$ cat src/rtl/proc_control_unit_if.sv
`default_nettype none
// ============================================================================
// Module      : proc_control_unit_if
// Description : Instruction/flag inputs and strobe outputs of the control FSM.
// Revision    : 1.0
// ============================================================================
interface proc_control_unit_if;
    logic        run;
    logic [15:0] ir;
    logic        g_nz;
    logic [0:9]  mux_sel;
    logic [6:0]  r_in;
    logic        a_in;
    logic        g_in;
    logic        addsub;
    logic        ir_in;
    logic        addr_in;
    logic        pc_inc;
    logic        dout_in;
    logic        w_d;
    logic        done;

    modport master (
        output run, ir, g_nz,
        input  mux_sel, r_in, a_in, g_in, addsub, ir_in, addr_in,
               pc_inc, dout_in, w_d, done
    );

    modport slave (
        input  run, ir, g_nz,
        output mux_sel, r_in, a_in, g_in, addsub, ir_in, addr_in,
               pc_inc, dout_in, w_d, done
    );
endinterface
`default_nettype wire

$ cat src/rtl/proc_control_unit.sv
`default_nettype none
// ============================================================================
// Module      : proc_control_unit
// Description : Multi-cycle fetch/decode/execute control FSM of the 16-bit
//               teaching processor; outputs decode from state, ir and g_nz.
// Revision    : 1.0
// ============================================================================
module proc_control_unit (
    input  wire logic           clock,
    input  wire logic           resetn,
    proc_control_unit_if.slave  bus
);

    typedef enum logic [2:0] {
        S_IDLE   = 3'd0,
        S_FETCH  = 3'd1,
        S_WAIT   = 3'd2,
        S_DECODE = 3'd3,
        S_EX1    = 3'd4,
        S_EX2    = 3'd5,
        S_EX3    = 3'd6
    } state_t;

    localparam logic [2:0] c_op_mv   = 3'b000;
    localparam logic [2:0] c_op_mvi  = 3'b001;
    localparam logic [2:0] c_op_add  = 3'b010;
    localparam logic [2:0] c_op_sub  = 3'b011;
    localparam logic [2:0] c_op_ld   = 3'b100;
    localparam logic [2:0] c_op_st   = 3'b101;
    localparam logic [2:0] c_op_mvnz = 3'b110;

    localparam logic [0:9] c_sel_din = 10'b1000000000;
    localparam logic [0:9] c_sel_r0  = 10'b0100000000;
    localparam logic [0:9] c_sel_pc  = 10'b0000000010;
    localparam logic [0:9] c_sel_g   = 10'b0000000001;

    state_t      r_state;
    state_t      w_state_next;

    logic [2:0]  w_op;
    logic [2:0]  w_rx;
    logic [2:0]  w_ry;
    logic        w_uses_y;
    logic        w_reserved;
    logic [0:9]  w_sel_x;
    logic [0:9]  w_sel_y;
    logic [6:0]  w_load_x;
    logic        w_unused_ir;

    logic [0:9]  w_mux_sel;
    logic [6:0]  w_r_in;
    logic        w_a_in;
    logic        w_g_in;
    logic        w_addsub;
    logic        w_ir_in;
    logic        w_addr_in;
    logic        w_pc_inc;
    logic        w_dout_in;
    logic        w_w_d;
    logic        w_done;

    assign w_op        = bus.ir[15:13];
    assign w_rx        = bus.ir[12:10];
    assign w_ry        = bus.ir[9:7];
    assign w_unused_ir = ^bus.ir[6:0];

    // Register index 7 does not exist; any opcode naming it retires as a no-op.
    assign w_uses_y   = (w_op != c_op_mvi) && (w_op != 3'b111);
    assign w_reserved = (w_op == 3'b111) || (w_rx == 3'd7) ||
                        (w_uses_y && (w_ry == 3'd7));

    assign w_sel_x  = c_sel_r0 >> w_rx;
    assign w_sel_y  = c_sel_r0 >> w_ry;
    assign w_load_x = 7'b0000001 << w_rx;

    always_ff @(posedge clock or negedge resetn) begin
        if (!resetn) begin
            r_state <= S_IDLE;
        end else begin
            r_state <= w_state_next;
        end
    end

    always_comb begin
        w_state_next = r_state;
        w_mux_sel    = '0;
        w_r_in       = '0;
        w_a_in       = 1'b0;
        w_g_in       = 1'b0;
        w_addsub     = 1'b0;
        w_ir_in      = 1'b0;
        w_addr_in    = 1'b0;
        w_pc_inc     = 1'b0;
        w_dout_in    = 1'b0;
        w_w_d        = 1'b0;
        w_done       = 1'b0;

        case (r_state)
            S_IDLE: begin
                if (bus.run) w_state_next = S_FETCH;
            end
            S_FETCH: begin
                w_mux_sel    = c_sel_pc;
                w_addr_in    = 1'b1;
                w_pc_inc     = 1'b1;
                w_state_next = S_WAIT;
            end
            S_WAIT: begin
                w_state_next = S_DECODE;
            end
            S_DECODE: begin
                w_ir_in      = 1'b1;
                w_state_next = S_EX1;
            end
            S_EX1: begin
                w_state_next = S_EX2;
                if (w_reserved) begin
                    w_done = 1'b1;
                end else begin
                    case (w_op)
                        c_op_mv: begin
                            w_mux_sel = w_sel_y;
                            w_r_in    = w_load_x;
                            w_done    = 1'b1;
                        end
                        c_op_mvi: begin
                            w_mux_sel = c_sel_pc;
                            w_addr_in = 1'b1;
                            w_pc_inc  = 1'b1;
                        end
                        c_op_add, c_op_sub: begin
                            w_mux_sel = w_sel_x;
                            w_a_in    = 1'b1;
                        end
                        c_op_ld, c_op_st: begin
                            w_mux_sel = w_sel_y;
                            w_addr_in = 1'b1;
                        end
                        c_op_mvnz: begin
                            w_done = 1'b1;
                            if (bus.g_nz) begin
                                w_mux_sel = w_sel_y;
                                w_r_in    = w_load_x;
                            end
                        end
                        default: w_done = 1'b1;
                    endcase
                end
            end
            S_EX2: begin
                w_state_next = S_EX3;
                case (w_op)
                    c_op_add, c_op_sub: begin
                        w_mux_sel = w_sel_y;
                        w_g_in    = 1'b1;
                        w_addsub  = (w_op == c_op_sub);
                    end
                    c_op_st: begin
                        w_mux_sel = w_sel_x;
                        w_dout_in = 1'b1;
                        w_w_d     = 1'b1;
                        w_done    = 1'b1;
                    end
                    c_op_mvi, c_op_ld: ;
                    default: w_state_next = S_IDLE;
                endcase
            end
            S_EX3: begin
                w_state_next = S_IDLE;
                case (w_op)
                    c_op_mvi, c_op_ld: begin
                        w_mux_sel = c_sel_din;
                        w_r_in    = w_load_x;
                        w_done    = 1'b1;
                    end
                    c_op_add, c_op_sub: begin
                        w_mux_sel = c_sel_g;
                        w_r_in    = w_load_x;
                        w_done    = 1'b1;
                    end
                    default: ;
                endcase
            end
            default: w_state_next = S_IDLE;
        endcase

        // Every instruction's final step hands straight to the next fetch.
        if (w_done) w_state_next = bus.run ? S_FETCH : S_IDLE;
    end

    assign bus.mux_sel = w_mux_sel;
    assign bus.r_in    = w_r_in;
    assign bus.a_in    = w_a_in;
    assign bus.g_in    = w_g_in;
    assign bus.addsub  = w_addsub;
    assign bus.ir_in   = w_ir_in;
    assign bus.addr_in = w_addr_in;
    assign bus.pc_inc  = w_pc_inc;
    assign bus.dout_in = w_dout_in;
    assign bus.w_d     = w_w_d;
    assign bus.done    = w_done;

endmodule
`default_nettype wire

$ cat src/flat_wrapper.sv
// flat-port wrapper written by rule: the top's interface ports become plain ports
module proc_control_unit_flat 
  (clock, resetn, bus_run, bus_ir, bus_g_nz, bus_mux_sel, bus_r_in, bus_a_in, bus_g_in, bus_addsub, bus_ir_in, bus_addr_in, bus_pc_inc, bus_dout_in, bus_w_d, bus_done);
  proc_control_unit_if bus_i ();
  input  wire logic clock;
  input  wire logic resetn;
  input wire logic [$bits(bus_i.run)-1:0] bus_run;
  input wire logic [$bits(bus_i.ir)-1:0] bus_ir;
  input wire logic [$bits(bus_i.g_nz)-1:0] bus_g_nz;
  output wire logic [$bits(bus_i.mux_sel)-1:0] bus_mux_sel;
  output wire logic [$bits(bus_i.r_in)-1:0] bus_r_in;
  output wire logic [$bits(bus_i.a_in)-1:0] bus_a_in;
  output wire logic [$bits(bus_i.g_in)-1:0] bus_g_in;
  output wire logic [$bits(bus_i.addsub)-1:0] bus_addsub;
  output wire logic [$bits(bus_i.ir_in)-1:0] bus_ir_in;
  output wire logic [$bits(bus_i.addr_in)-1:0] bus_addr_in;
  output wire logic [$bits(bus_i.pc_inc)-1:0] bus_pc_inc;
  output wire logic [$bits(bus_i.dout_in)-1:0] bus_dout_in;
  output wire logic [$bits(bus_i.w_d)-1:0] bus_w_d;
  output wire logic [$bits(bus_i.done)-1:0] bus_done;
  assign bus_i.run = bus_run;
  assign bus_i.ir = bus_ir;
  assign bus_i.g_nz = bus_g_nz;
  assign bus_mux_sel = bus_i.mux_sel;
  assign bus_r_in = bus_i.r_in;
  assign bus_a_in = bus_i.a_in;
  assign bus_g_in = bus_i.g_in;
  assign bus_addsub = bus_i.addsub;
  assign bus_ir_in = bus_i.ir_in;
  assign bus_addr_in = bus_i.addr_in;
  assign bus_pc_inc = bus_i.pc_inc;
  assign bus_dout_in = bus_i.dout_in;
  assign bus_w_d = bus_i.w_d;
  assign bus_done = bus_i.done;
  proc_control_unit u_core (.clock(clock), .resetn(resetn), .bus(bus_i));
endmodule
$ cat config.mk
export PLATFORM = sky130hd
export DESIGN_NAME = proc_control_unit_flat
export DESIGN_NICKNAME = d
export VERILOG_FILES = /design/src/rtl/proc_control_unit_if.sv /design/src/rtl/proc_control_unit.sv /design/src/flat_wrapper.sv
export SDC_FILE = /design/constraint.sdc
export NUM_CORES = 1
export LEC_CHECK = 0
export ABC_AREA = 1
export CAP_MARGIN = 20
export CORE_AREA = 2 2 51 53
export CTS_CLUSTER_SIZE = 14
export DETAILED_ROUTE_END_ITERATION = 8
export DIE_AREA = 0 0 53 55
export PLACE_DENSITY = 0.74
export SKIP_CTS_REPAIR_TIMING = 1
export SYNTH_ARGS = -nofsm -noshare
export SYNTH_HDL_FRONTEND = slang
export SYNTH_SLANG_ARGS = --single-unit
$ cat constraint.sdc
create_clock -name clock -period 2 [get_ports clock]
set_input_delay 0.6 -clock clock [delete_from_list [all_inputs] [get_ports clock]]
set_output_delay 0.6 -clock clock [all_outputs]
set_load 0.01 [all_outputs]
After elaboration in Yosys (flattened, before gate mapping) --
Cells that the tools add are included.
Cells by class: shift operators 3, reductions and logical operators 12, mux-type cells 35, eq/ne operators 18
Operators with widths (count):
- one-hot mux 10 bit (4 select lines) | 2
- one-hot mux 10 bit (2 select lines) | 2
- one-hot mux 7 bit (2 select lines) | 2
- equality test 3 bit (second input constant) | 9
- 2-to-1 mux 7 bit | 3
- 2-to-1 mux 10 bit | 2
- right shift 9 x 3 -> 10 bit (first input constant) | 2
- one-hot mux 3 bit (6 select lines) | 1
- 2-to-1 mux 1 bit | 17
- equality test 3 x 2 -> 1 bit (second input constant) | 4
- 2-to-1 mux 3 bit | 3
- << shifter 1 x 3 -> 7 bit (first input constant) | 1
- equality test 3 x 1 -> 1 bit (second input constant) | 2
- zero test 3 bit | 2
- != test 3 bit (second input constant) | 2
- OR reduction 3 bit | 2
- OR reduction 5 bit | 1
- one-hot mux 1 bit (2 select lines) | 2
- OR reduction 2 bit | 2
- OR reduction 4 bit | 1
- != test 3 x 1 -> 1 bit (second input constant) | 1
- one-hot mux 1 bit (3 select lines) | 1
- logical AND 1 bit | 2
- logical OR 1 bit | 2
Storage, ports and cells: flip-flop bits (word level) 3

Longest topological paths before layout --
Gate-level depths: netlist (run 1).
word-level depth 7, gate-level depth with buffers 10

Worst setup path before layout (run 1) --
Ideal clock, no wire load.
path kind input port to output port, start point input bus_ir[15], end point output bus_mux_sel[3], data arrival time 1493 ps, setup slack -93 ps, buffers on the path 1, data required time 1400 ps, stages on the path 7, path through buf_6 > inv_1 > nand2_2 > nor2_2 > inv_2 > o22a_1 > nand2_1
On the way: longest elaborated chain between the ends 6, elaborated cells on any way between the ends 20, those cells by class eq/ne: 9; mux: 4; reduce/logical: 7
Ends and longest elaborated chain:
- start: declaration | line flat_wrapper.sv:8 | input wire logic [$bits(bus_i.ir)-1:0] bus_ir;
- branches (longest 5 deep; another with one-hot mux 10 bit (4 select lines))
- one-hot mux 10 bit (4 select lines) * | line proc_control_unit.sv:98 | case (r_state)
- end: declaration | line flat_wrapper.sv:10 | output wire logic [$bits(bus_i.mux_sel)-1:0] bus_mux_sel;
Mark *: on every way between the ends.

Worst setup path in the final report (run 1) --
start point input bus_ir[11], end point output bus_mux_sel[1]
On the way: longest elaborated chain between the ends 5, elaborated cells on any way between the ends 8, those cells by class eq/ne: 1; shift: 1; mux: 4; reduce/logical: 2
Ends and longest elaborated chain (line):
- branches (longest 4 deep; another with right shift 9 x 3 -> 10 bit)
- one-hot mux 10 bit (4 select lines) * | proc_control_unit.sv:98
Marked as above.

==> run summary, run 1 <==
Of the total power, the share spent switching nets is 0.4635. The via count of the first global-routing pass came out at 1,199. Clock-pin slew was measured on the worst setup and hold paths at 0.04 ns. The floorplan die width came out at 53 µm. In this run the deepest clock path goes through 2 buffers. The register with the most flip-flops in the final layout is u_core.r_state.

The worst vdd rail ir drop is 686.6 µV. The worst register-to-register path has a depth of 11. STA classifies the critical path endpoint as an output port. In this run the critical register-to-register path is launched from u_core.r_state[0]$_DFFE_PN0P_. For this configuration, the core starts out at a cell density of 0.3275. The worst setup path is launched from a primary input.

The fraction of registers with async set/reset came out at 1.000. The combinational group share of total power is 0.756. The number of sinks handled by clock tree synthesis is 3.

Between clock sinks in the finished design, the worst skew comes to 0.001650 ns. Among all flip-flop cells after synthesis, the most frequent one is dfrtp_1. The max-cap violation count is 0. The largest registers in the layout are u_core.r_state (3).

The number of warning messages in the yosys log came out at 0. The sum of routed wire segments on met1 is around 1300 µm. The final-layout setup total negative slack is -3.481 ns. The total overflow reported by the global router came out at 0. The checks that failed: setup timing. The first global-routing pass estimated 4968 µm of wire. The number of hold violations in the final report is 0. The final worst slack came out at -0.2414 ns. The final cell count without fillers came out at 254. The count of fill cells added during filler insertion is roughly 180. The initial antenna violation count is 0. Entering global routing, the biggest net connects 9 pins. The final wirelength came out at roughly 3700 µm. Of the total power, registers draw 0.141. The time the final worst path needs with I/O delays and setup is 2.241 ns. The post-route core utilization is 0.7286. The slowest stage cell on the critical path is nand4_1. The total met3 wirelength after detailed routing came out at 252 µm. The area of the core region came out at 0.002365 mm². The largest single stage delay on the critical path is 0.18 ns.

The initialized floorplan defines 18 standard-cell rows. The synthesized cell area came out at 774.5 µm². The worst endpoint data arrival time is 1.64 ns. The relative contribution of the clock network to total power is 0.103. The peak fanout along the critical path is 5.

The first-pass detailed-route iteration total is 4. Walking the worst path, the cells encountered are buf_4, nand3_4, nand2_2, inv_2, nand2_4, nor2_8, nand4_1, nand3_1, buf_2. Synthesis instantiated 23 different standard cells from the library. During placement, the flow inserted port buffers numbering 38. The proportion of layout cells with a drive suffix above 1 is 0.6696. The number of nets in the synthesized netlist came out at 158. Summed over all nets, the switching power comes to 0.4756 mW. At the later pin of the worst-skew pair, clock insertion delay measures between 0.2 and 0.25 ns. The tree is rooted in a clkbuf_4. Of the synthesized area, sequential elements account for 0.09693. In the detailed route, the total length drawn on met2 is between 2000 and 2500 µm.

Routed signal wires occupy layers up through met4. The final weighted congestion of routability-driven global placement came out at approximately 0.85. The critical path start-end classification is primary input to output port. The ratio of total power to cell area came out at 595.5 mW/mm². The average via count per standard cell is between 5 and 6.

Once placement completed, the tool counted placed cells totaling 243. The library cell used most frequently in the layout, excluding fill and tap cells, is buf_4. The upper clock frequency limit is 446.1 MHz.

The flow ran to the end, but the final reports show violations. The instance count on the critical path came out at 9. The repair_antennas step left the layout with diodes totalling 0.

The top cell family by delay on the critical path is simple AND/OR/NAND/NOR gates. The share of the clock period used by the worst path came out at 1.121. The buffer and inverter count on the worst path is 3. The max-slew headroom at the worst pin is 0.8478. The total leakage power came out at 0.8709 nW. The top cell types in the final layout, fill and taps aside, are 40 x buf_4, 22 x nand2_1, 19 x buf_2. In this run the number of H-tree levels came out at 1. The class of the most critical hold timing path is primary input to async pin. The post-synthesis to final-layout area growth is 122.5%. The internal power of the cells is around 0.55 mW. The final count of negative-setup-slack endpoints came out at 21. The vertical extent of the die is 55 µm. The worst register-to-register path has a setup slack of ~0.53 ns. In this run the mean area of a mapped cell was ~5.6 µm².

For this block, the initial DRC count from the detailed router was 50. The flip-flop count of the largest register after layout is 3. The max-slew violation count is 0. The die covers 0.002915 mm². The total via count after detailed routing is 1,306. Setup repair after global routing could not meet its margin everywhere. The data required time at the worst endpoint is 1.40 ns. The post-synthesis sequential element count came out at 3. Dividing the detail-routed wire length by the instance count gives 14.54 µm. The remaining design rule violation count is 0. The number of nets in the finished design is 245. The overall fraction of global-route tracks in use came out at 0.2337. The number of synthesized flops with an enable pin came out at 0.

The slew of the pin with the lowest slew margin is between 0.2 and 0.25 ns. In this run the critical register-to-register path is captured at u_core.r_state[0]$_DFFE_PN0P_. The HPWL reported at the end of detailed placement is 2521 µm.

The residual antenna-violating net count after detailed routing came out at 0. The number of buffers added by the clock tree synthesis step is 3. The cell count after synthesis is between 100 and 150.

TritonCTS built the clock tree. The number of placed I/O pins is 46.
## power groups by stage
stage               clock (mW)  combinational, mW  sequential (mW)
detailed placement           0              0.696            0.125
global placement             0              0.677            0.121
floorplan                    0              0.302            0.128
global route             0.120              0.835            0.149
CTS                      0.113              0.702            0.124
finish                   0.105              0.776            0.145
## metal layers
metal,track usage,vias up
li1,-,636
met2,0.4729,64
met4,0.1111,0
met5,0,-
met1,0.2321,600
met3,0.03495,6
## cell type report
type / count / area [µm²] / share of cell area
repair buffers: 85 / 685.7 / 0.3980
well taps: 30 / 37.54 / 0.02179
inverters: 23 / 118.9 / 0.06899
multi-input cells: 109 / 777.0 / 0.4510
flip-flops and latches: 3 / 77.57 / 0.04503
clock buffers: 4 / 26.28 / 0.01525
## worst max-delay path by stage
stage               start             end  slack [ns]
6_report       bus_ir[11]  bus_mux_sel[1]       -0.24
5_1_grt        bus_ir[11]  bus_mux_sel[1]       -0.29
4_1_cts        bus_ir[15]  bus_mux_sel[7]       -1.22
3_5_place_dp   bus_ir[15]  bus_mux_sel[7]       -1.21
3_3_place_gp   bus_ir[15]  bus_mux_sel[7]       -1.12
2_1_floorplan  bus_ir[15]     bus_r_in[0]      -0.009
## cells in the mapped netlist, drive strengths merged (2+ instances only)
master | count | share of area
buf | 3 | 0.039
o21ai | 5 | 0.032
nand3 | 24 | 0.16
nor2 | 23 | 0.16
inv | 23 | 0.11
a21oi | 4 | 0.040
o22ai | 9 | 0.073
o22a | 6 | 0.068
dfrtp | 3 | 0.097
nor3 | 2 | 0.013
nand2 | 34 | 0.19
## cell families (layout without fill, tap and decap cells)
kind of cell,count (synthesis),in the layout,synth area share
DFF,3,3,0.09693
buffers and inverters,26,112,0.1502
AOI/OAI and AO/OA,25,25,0.2213
and+or+nand+nor,84,84,0.5315
## metrics by stage
step	total power, mW	worst slack, ns	hold WS [ns]	cell area [µm²]
after CTS	0.9398	-1.215	0.5355	1545
after detailed placement	0.8208	-1.214	0.7635	1519
after floorplan	0.4296	-0.008741	0.3044	822.0
final	1.026	-0.2414	0.5453	1723
after global routing	1.105	-0.2882	0.5286	1723
after global placement	0.7972	-1.116	0.7358	1519
No activity file was read; power rests on OpenSTA's default activity.
==> run 2, diff against run 1 <==
ABC_AREA = unset   (was 1)
PLACE_DENSITY = 0.72   (was 0.74)
==> run summary, run 2 <==
The worst setup path is captured at an output port. By area, the combinational part of the netlist is dominated by simple AND/OR/NAND/NOR gates. For the worst setup path, the data required time is approximately 1.4 ns. For this design the static power due to leakage is 0.8862 nW. Of the total synthesized cell area, the portion taken by XOR and XNOR cells is 0.02353. The time the final worst path needs with I/O delays and setup came out at 2.785 ns. Of the post-synthesis cell area, the dominant cell type holds 0.1008.

The cell type with the highest occurrence count on the critical path is buf_6. The starting utilization of the core area is 0.3148. The max-slew violation count is 0. The mean area per synthesized cell came out at roughly 6.7 µm². The share of synthesized cell area in full adder, half adder and majority cells is 0.

For this block, the initial DRC count from the detailed router was 18. The most frequent standard cell in the layout excluding fill and tap cells is buf_4. The library cells used most frequently in the layout, excluding fill and tap cells, are 44 x buf_4, 23 x buf_6, 17 x buf_2. The largest registers in the layout are u_core.r_state (3).

The storage element area is between 70 and 80 µm². The share of the clock period used by the worst path is 1.393. The number of hold violations in the final report is 0.

By count the netlist is led by 15 x nor2_1, 8 x o21ai_0, 7 x nor3_1. The upper clock frequency limit is about 360 MHz. Data on the critical path arrives at its endpoint at 2.19 ns. Across every metal layer, demand over resource in global routing totals 0.2071. The clock-pin slew reported for the worst setup and hold paths after clock tree synthesis is 0.04 ns.

The worst vdd rail ir drop is 809.2 µV. The slowest stage of the critical path belongs to the cell or3b_4. The multi-input gate area in the final layout is 870.8 µm². The fraction of registers with async set/reset is 1.000.

The portion of netlist area occupied by mux cells came out at 0. The count of cell types in the netlist came out at 41. For this run, design rule violations remaining after detail routing come to 0. The number of synthesized flops with an enable pin came out at 0. In this run the tool buffered the top-level ports with 38 buffer cells. More flip-flops sit in one register than any other, and that register is u_core.r_state. The worst setup slack before clock tree synthesis came out at -1.365 ns.

The die outline area came out at 0.002915 mm². The ratio of total power to cell area came out at 637.0 mW/mm². For the pin with the worst max-slew slack, the measured transition is about 0.34 ns. The HPWL reported at the end of detailed placement is 2404 µm. Entering global routing, the biggest net connects 15 pins. CTS placed an instance of clkbuf_4 at the clock tree root. The post-synthesis to final-layout area growth is 146.1%. The maximum single-stage delay on the critical path is 0.41 ns.

The critical path start-end classification is primary input to output port. The final wirelength came out at 3636 µm. The post-synthesis sequential area ratio came out at 0.1008. The count of fill cells added during filler insertion came out at approximately 160.

The mean routed wirelength per cell came out at about 16 µm. The worst clock skew came out at 0.0002453 ns. The signal on the critical path passes through buf_6, or3b_4, a221oi_4, buf_4, a31oi_4, buf_6, o32ai_2, buf_2. Setup repair after global routing could not meet its margin everywhere. The die is approximately 55 µm tall. The most common cell in the synthesized netlist is nor2_1.

The final count of negative-setup-slack endpoints came out at 23. 0 antenna diodes ended up in the layout. The via count of the first global-routing pass came out at 1,033.

The synthesized cell area is 744.5 µm². The region available for standard cell placement spans around 0.0024 mm². The residual antenna-violating net count after detailed routing is 0.

Global routing finished with a remaining overflow of 0. The flow ran to the end, but the final reports show violations. The initial antenna violation count was 0. The final worst slack came out at -0.7853 ns. The first-pass detailed-route iteration total came out at 4.

The tightest min-delay check is of the primary input to async pin type. The number of nets in the finished design came out at 225. Of all nets on the critical path, the largest fanout is 3. The simple-gate area share of the yosys netlist is 0.5109.

The number of placed I/O pins is 46. In this run the cell area measured after placement is approximately 0.0015 mm². At the end of routability-driven placement, the weighted congestion stood at 0.9030. TritonCTS built the clock tree. The type of element launching the critical path is a primary input. The most used flip-flop cell after synthesis is dfrtp_1. The post-synthesis sequential element count came out at 3. The count of standard-cell rows came out at 18. The number of buffers added by the clock tree synthesis step is 3. The first global-routing pass estimated 4609 µm of wire.

The max-slew headroom at the worst pin came out at 0.7713. The total via count after detailed routing is 1,250. The number of warning messages in the yosys log is 0. The average via count per standard cell is 5.342. By area the synthesized netlist is led by dfrtp_1 10%, nor2_1 7.6%, nand3b_1 6.1%, o21ai_0 5.4%, nand2b_1 5.0%.

The die is 53 µm wide. The fraction of the mapped netlist area in compound gates is 0.2941. Summing all non-filler instances in the final layout gives an area of 0.001832 mm². The number of nets in the synthesized netlist is 131. The H-tree depth is 1. The register with the most flip-flops in the layout has 3 of them. The source-to-sink clock delay at the later pin of the worst-skew pair came out at ~0.23 ns. The cell accounting for the most synthesized area is dfrtp_1. The cell count after synthesis is 111. Of the cells placed in the final design, the portion with a size suffix greater than 1 is 0.6422. The checks that failed: setup timing. Once layout is complete, the utilization of the core stands at 0.7746. The number of sinks handled by clock tree synthesis is 3. The clock tree buffer depth came out at 2. The max-cap violation count is 0.
==> run 2: cell families after synthesis <==
logic type,after synthesis
compound gates,31
buf+inv,11
simple gates,64
xor+xnor,2
flops,3
==> run 2: power by group <==
part	switching (mW)	internal, mW	total (mW)	leakage [nW]
combinational	0.436	0.525	0.961	0.834
clock	0.0288	0.0746	0.103	0.0150
sequential	0.0143	0.0884	0.103	0.0376
total	0.479	0.688	1.17	0.886
==> run 2: layout make-up <==
cell class	instances	area share
Inverter	2	0.004098
Timing Repair Buffer	98	0.4447
Sequential cell	3	0.04098
Tap cell	30	0.02049
Clock buffer	4	0.01434
Multi-Input combinational cell	97	0.4754
==> run 2: metal layers <==
layer	track usage	vias to the layer above	share of wire
met1	0.2326	579	0.38
met5	0	-	0
met4	0.02564	0	0.012
li1	-	603	-
met2	0.4375	60	0.55
met3	0.008065	8	0.065
==> run 2: final timing paths <==
kind                                                    start                            end  slack (ns)  cells past startpoint
max in group asynchronous                              resetn  u_core.r_state[1]$_DFFE_PN0P_        1.31                      1
min in group clock              u_core.r_state[0]$_DFFE_PN0P_  u_core.r_state[0]$_DFFE_PN0P_        0.66                      2
worst min register to register  u_core.r_state[0]$_DFFE_PN0P_  u_core.r_state[0]$_DFFE_PN0P_        0.66                      2
worst max-delay path                               bus_ir[14]                 bus_mux_sel[5]       -0.79                      8
worst max register to register  u_core.r_state[1]$_DFFE_PN0P_  u_core.r_state[2]$_DFFE_PN0P_        0.26                      8
worst min-delay path                                   resetn  u_core.r_state[0]$_DFFE_PN0P_        0.55                      1
==> run 2: worst max-delay path, delay by kind of cell <==
family | cells | cell delay (ns)
AO/OA/AOI/OAI | 3 | 0.61
buffers and inverters | 4 | 0.57
AND/OR/NAND/NOR | 1 | 0.41
==> run 2: metrics by stage <==
| stage | setup TNS, ns | hold slack (ns) | total power [mW] | cells |
|---|---|---|---|---|
| after global placement | -29.86 | 0.6510 | 0.8341 | 206 |
| after floorplan | -5.778 | 0.3044 | 0.5134 | 111 |
| after detailed placement | -30.59 | 0.6582 | 0.8516 | 206 |
| after global routing | -14.76 | 0.5642 | 1.240 | 234 |
| final | -13.49 | 0.5510 | 1.167 | 234 |
| after CTS | -30.35 | 0.5466 | 0.9648 | 210 |
